**config.mk**
```make
export PLATFORM = sky130hd
export DESIGN_NAME = letc_core_stage_fetch2
export DESIGN_NICKNAME = d
export VERILOG_FILES = /design/src/rtl/letc_core_stage_fetch2.sv
export SDC_FILE = /design/constraint.sdc
export NUM_CORES = 1
export LEC_CHECK = 0
export CORE_MARGIN = 3
export CORE_UTILIZATION = 35
export DETAILED_ROUTE_END_ITERATION = 10
export HOLD_SLACK_MARGIN = 0.15
export RECOVER_POWER = 100
export SYNTH_ARGS = -nofsm -noshare
export SYNTH_HDL_FRONTEND = slang
export SYNTH_SLANG_ARGS = --single-unit
```
**constraint.sdc**
```tcl
create_clock -name clk -period 11.7 [get_ports clk]
set_clock_uncertainty 0.1 [all_clocks]
set_input_delay 2.34 -clock clk [delete_from_list [all_inputs] [get_ports clk]]
set_output_delay 2.34 -clock clk [all_outputs]
set_load 0.005 [all_outputs]
```
**src/rtl/letc_core_stage_fetch2.sv**
```systemverilog
// LETC fetch stage 2: issues the imem request for the F1 PC and
// registers the returned instruction record for decode.
package letc_core_stage_fetch2_pkg;
  typedef struct packed {
    logic [31:0] pc;
    logic [31:0] instr;
    logic        excp_misaligned;
    logic        excp_access_fault;
  } f2_to_d_s;
endpackage

module letc_core_stage_fetch2
  import letc_core_stage_fetch2_pkg::*;
(
  input  logic        clk,
  input  logic        rst,
  output logic        stage_ready,
  input  logic        stage_stall,
  input  logic        stage_flush,
  input  logic        f1_to_f2_valid,
  input  logic [31:0] f1_to_f2_pc,
  output logic        imem_req_valid,
  output logic [31:0] imem_req_addr,
  input  logic        imem_req_ready,
  input  logic        imem_rsp_valid,
  input  logic [31:0] imem_rsp_data,
  input  logic        imem_rsp_fault,
  output logic        f2_to_d_valid,
  output f2_to_d_s    f2_to_d
);

  typedef enum logic [2:0] {
    IDLE, REQ, WAIT, HELD, DISCARD
  } state_e;

  state_e      state, state_next;
  logic [31:0] pc_q, pc_next;
  f2_to_d_s    hold_q, hold_next;
  f2_to_d_s    rsp_rec, load_rec;
  logic        load;

  assign stage_ready    = (state == IDLE);
  assign imem_req_valid = (state == REQ);
  assign imem_req_addr  = {pc_q[31:2], 2'b00};

  always_comb begin
    rsp_rec.pc                = pc_q;
    rsp_rec.instr             = imem_rsp_data;
    rsp_rec.excp_misaligned   = 1'b0;
    rsp_rec.excp_access_fault = imem_rsp_fault;
  end

  always_comb begin
    state_next = state;
    pc_next    = pc_q;
    hold_next  = hold_q;
    load       = 1'b0;
    load_rec   = hold_q;
    unique case (state)
      IDLE: begin
        if (f1_to_f2_valid && !stage_stall && !stage_flush) begin
          pc_next = f1_to_f2_pc;
          // Misaligned PCs never reach imem; the record goes straight out.
          if (|f1_to_f2_pc[1:0]) begin
            hold_next  = {f1_to_f2_pc, 32'h0, 1'b1, 1'b0};
            state_next = HELD;
          end else begin
            state_next = REQ;
          end
        end
      end
      REQ: begin
        if (stage_flush)         state_next = IDLE;
        else if (imem_req_ready) state_next = WAIT;
      end
      WAIT: begin
        if (imem_rsp_valid) begin
          if (stage_flush) begin
            state_next = IDLE;
          end else if (stage_stall) begin
            hold_next  = rsp_rec;
            state_next = HELD;
          end else begin
            load       = 1'b1;
            load_rec   = rsp_rec;
            state_next = IDLE;
          end
        end else if (stage_flush) begin
          state_next = DISCARD;
        end
      end
      HELD: begin
        if (stage_flush) begin
          hold_next  = '0;
          state_next = IDLE;
        end else if (!stage_stall) begin
          load       = 1'b1;
          load_rec   = hold_q;
          state_next = IDLE;
        end
      end
      DISCARD: begin
        if (imem_rsp_valid) state_next = IDLE;
      end
      default: state_next = IDLE;
    endcase
  end

  always_ff @(posedge clk or posedge rst) begin
    if (rst) begin
      state  <= IDLE;
      pc_q   <= '0;
      hold_q <= '0;
    end else begin
      state  <= state_next;
      pc_q   <= pc_next;
      hold_q <= hold_next;
    end
  end

  // Flush beats stall; stall freezes the whole output register.
  always_ff @(posedge clk or posedge rst) begin
    if (rst) begin
      f2_to_d_valid <= 1'b0;
      f2_to_d       <= '0;
    end else if (stage_flush) begin
      f2_to_d_valid <= 1'b0;
    end else if (!stage_stall) begin
      f2_to_d_valid <= load;
      if (load) f2_to_d <= load_rec;
    end
  end

endmodule
```
==> summary.md <==
| Metric | Value |
|---|---|
| Status | complete, but fails checks |
| Failing checks | capacitance limit, slew limit |
| Min Tclk post-route | 7.83 ns |
| CP max FO | 65 |
| Post-DP HPWL | 12.0 mm |
| Antenna Cells | 0 |
| Synth Register Bits | 168 |
| Final core occ | 0.458 |
| CP max-delay cell | a31oi_1 |
| Fillcell total | 2,150 |
| Sw power | 0.968 mW |
| Yosys cell types | 38 |
| Dpl cell area | 9560 um2 |
| Worst vdd ir | 0.000124 V |
| Top_reg_cell synth | dfrtp_1 |
| Post-synth ARST share | 1.00 |
| I/O pins | 173 |
| H-Tree Depth | 4 |
| Unrepaired setup endpoints after global routing | false |
| PwrDens | 263 nW/um2 |
| Die Y | 157 um |
| Clk_lat worst skew | 0.43 ns |
| Routed wire per std cell | 17.0 um |
| Met2 Use GR | 0.257 |
| Crit share post-route | 0.669 |
| # Post-CTS Setup Buffers | 0 |
| Register area share after synthesis | 0.523 |
| Port Buffers | 170 |
| Drt via density | 5.00 |
| Final-report hold violation count | 0 |
| Worst Hold End | f2_to_d[31] |
| Max_cap viols | 6 |
| Final WL | 20.2 mm |
| Leak | 4.45 nW |
| DR iter-0 viols | 266 |
| Worst Path Arrival | 7.98 ns |
| Site Rows | 54 |
| Layout cell share with drive strength beyond 1 | 0.0903 |
| Clock power share | 0.220 |
| # hold bufs at CTS | 0 |
| Reg2Reg Depth | 4 |
| Setup TNS | 0 ns |
| Clock transition at path regs | 0.07 ns |
| Number of CTS-inserted buffers | 17 |
| Fin nets | 967 |
| Mapped Avg Cell Area | 10.1 um2 |
| FF-to-FF End | hold_q[18] |
| Initial antenna violation count | 0 |
| Slew HR | -1.74 |
| Fin. max-slew vios | 310 |
| GR Layer Usage met3 | 0.0429 |
| Die Span X | 157 um |
| Sequential share of power | 0.376 |
| Logic pwr share | 0.403 |
| Crit path cell chain | dlygate4sd3_1 -> clkbuf_1 -> nand4bb_4 -> a31oi_1 -> and2b_4 -> o21ai_0 |
| WHS Path Cells | 2 |
| Worst Path Required | 11.85 ns |
| Final instance area | 10,100 um2 |
| Top cells by area, synth | dfrtp_1 (52%), mux2i_1 (8.0%), a21oi_1 (6.3%) |
| Worst slew pin tran | 4.09 ns |
| Worst r2r src | state[0] |
| Routed Antenna Nets | 0 |
| Synth-to-Final Area Change | 26.3% |
| # resized after CTS | 0 |
| Drt pass-1 iters | 4 |
| DRC viols | 0 |
| Hold wc startpoint | f2_to_d[31] |
| Fmax | 128 MHz |
| Vias post-DR | 5,940 |
| Ys Warns | 0 |
| Most Used Layer, Global Route | met2 |
| CP Launch Type | input pin |
| Die footprint | 24,800 um2 |
| Synthesized area | 8030 um2 |
| Yosys top cell by area | dfrtp_1 |
| Routing usage on met1 | 0.229 |
| Clk sinks | 168 |
| Total Routing Usage GR | 0.165 |
| Vias in the first global route | 6,034 |
| Synth top area share | 0.523 |
| Reg2reg setup slack | 5.75 ns |
| CP max stage delay | 2.25 ns |
| Global-route wire length before repair | 32.6 mm |
| Root buf cell | clkbuf_16 |
| Placer Congestion | 0.731 |
| Largest net degree at the start of global routing | 93 |
| Hold crit path type | flip-flop to flip-flop |
| CTS tree | done |
| Internal Power | 1.70 mW |
| Number of flops mapped to enable cells by yosys | 0 |
| CORE AREA | 22,200 um2 |
| Initial cell density of the core | 0.362 |
| Final setup viols | 0 |
| Switching share of power | 0.363 |
| Gate Count Post-Synth | 795 |
| Clock Path Buffers | 2 |
| Congestion Overflow GR | 0 |
| Crit Path Class | input pin to flip-flop |
| Critical path capture point type | flip-flop |
## state kept, by name, indices dropped and copies added, names as in the netlist
name / flops
f2_to_d: 66
hold_q: 66
pc_q: 32
state: 3
f2_to_d_valid: 1
## cells in the mapped netlist, drive strengths merged (2+ instances only)
library cell / instances
a21oi: 101
nor3: 3
a21bo: 2
buf: 64
o21ai: 99
nor2: 8
mux2i: 64
mux2: 33
nor3b: 33
inv: 66
nand2: 68
a31oi: 5
dfrtp: 168
clkbuf: 33
nand4: 33
nand2b: 2
## through the flow
step                std cells  power (mW)  setup slack [ns]  hold WS (ns)
global placement         1156        2.17              5.95         0.368
finish                   1188        2.67              3.87         0.372
detailed placement       1156        2.19              5.92         0.374
floorplan                 796        1.77              4.71         0.366
global route             1188        2.89              3.47         0.392
CTS                      1188        2.79              6.37         0.391
## cells by family after synthesis
logic type	synth area share
AOI/OAI and AO/OA	0.139
DFF	0.523
buffers and inverters	0.106
and+or+nand+nor	0.105
muxes	0.126
other	0.000467
## layout make-up
type | count | area (um2) | area share
timing repair buffer | 177 | 1750 | 0.173
clock inverter | 13 | 158 | 0.0155
tap | 280 | 350 | 0.0345
sequential | 168 | 4200 | 0.415
inverter | 66 | 249 | 0.0245
clock buffer | 19 | 453 | 0.0447
multi-input combinational | 465 | 2980 | 0.294
## critical path, delay by kind of cell
family / cells / cell delay [ns]
AOI/OAI and AO/OA: 2 / 2.46
and+or+nand+nor: 2 / 1.28
buffers and inverters: 2 / 1.87
## worst max path at each step
stage | from | end | slack (ns)
finish | imem_rsp_valid | hold_q[18] | 3.87
global route | imem_rsp_valid | hold_q[29] | 3.47
CTS | imem_rsp_valid | hold_q[29] | 6.37
detailed placement | imem_rsp_valid | hold_q[29] | 5.92
global placement | imem_rsp_valid | hold_q[48] | 5.95
floorplan | rst | f2_to_d[0] | 4.71
## routing by layer
metal  up-vias  wire [um]  share of wire
li1       2892          -              -
met1      2872       9620           0.48
met2       159       9130           0.45
met3        17       1200          0.060
met4         0        208          0.010
met5         -          0              0
## layout by cell type (no fill, tap or decap), types with 2 or more instances in the layout
| cell | n |
|---|---|
| mux2_2 | 33 |
| a31oi_1 | 5 |
| inv_6 | 5 |
| o21ai_0 | 97 |
| nor3b_1 | 32 |
| mux2i_1 | 64 |
| a21bo_2 | 2 |
| nor2_1 | 7 |
| bufinv_16 | 2 |
| nor3_1 | 2 |
| nand2_1 | 68 |
| clkdlybuf4s50_1 | 69 |
| nand4_1 | 33 |
| a21oi_1 | 101 |
| clkbuf_16 | 17 |
| inv_1 | 65 |
| dfrtp_1 | 168 |
| clkbuf_8 | 2 |
| clkinv_4 | 4 |
| conb_1 | 2 |
| buf_4 | 6 |
| o21ai_1 | 2 |
| dlygate4sd3_1 | 101 |
## power by group through the flow
stage	logic (mW)	clock network (mW)	registers (mW)
after floorplan	0.810	0	0.963
after global placement	1.15	0	1.02
after detailed placement	1.17	0	1.02
after CTS	1.18	0.602	1.01
after global routing	1.21	0.630	1.04
final	1.08	0.587	1.00
Note: power is estimated with default switching activity, not from simulation.
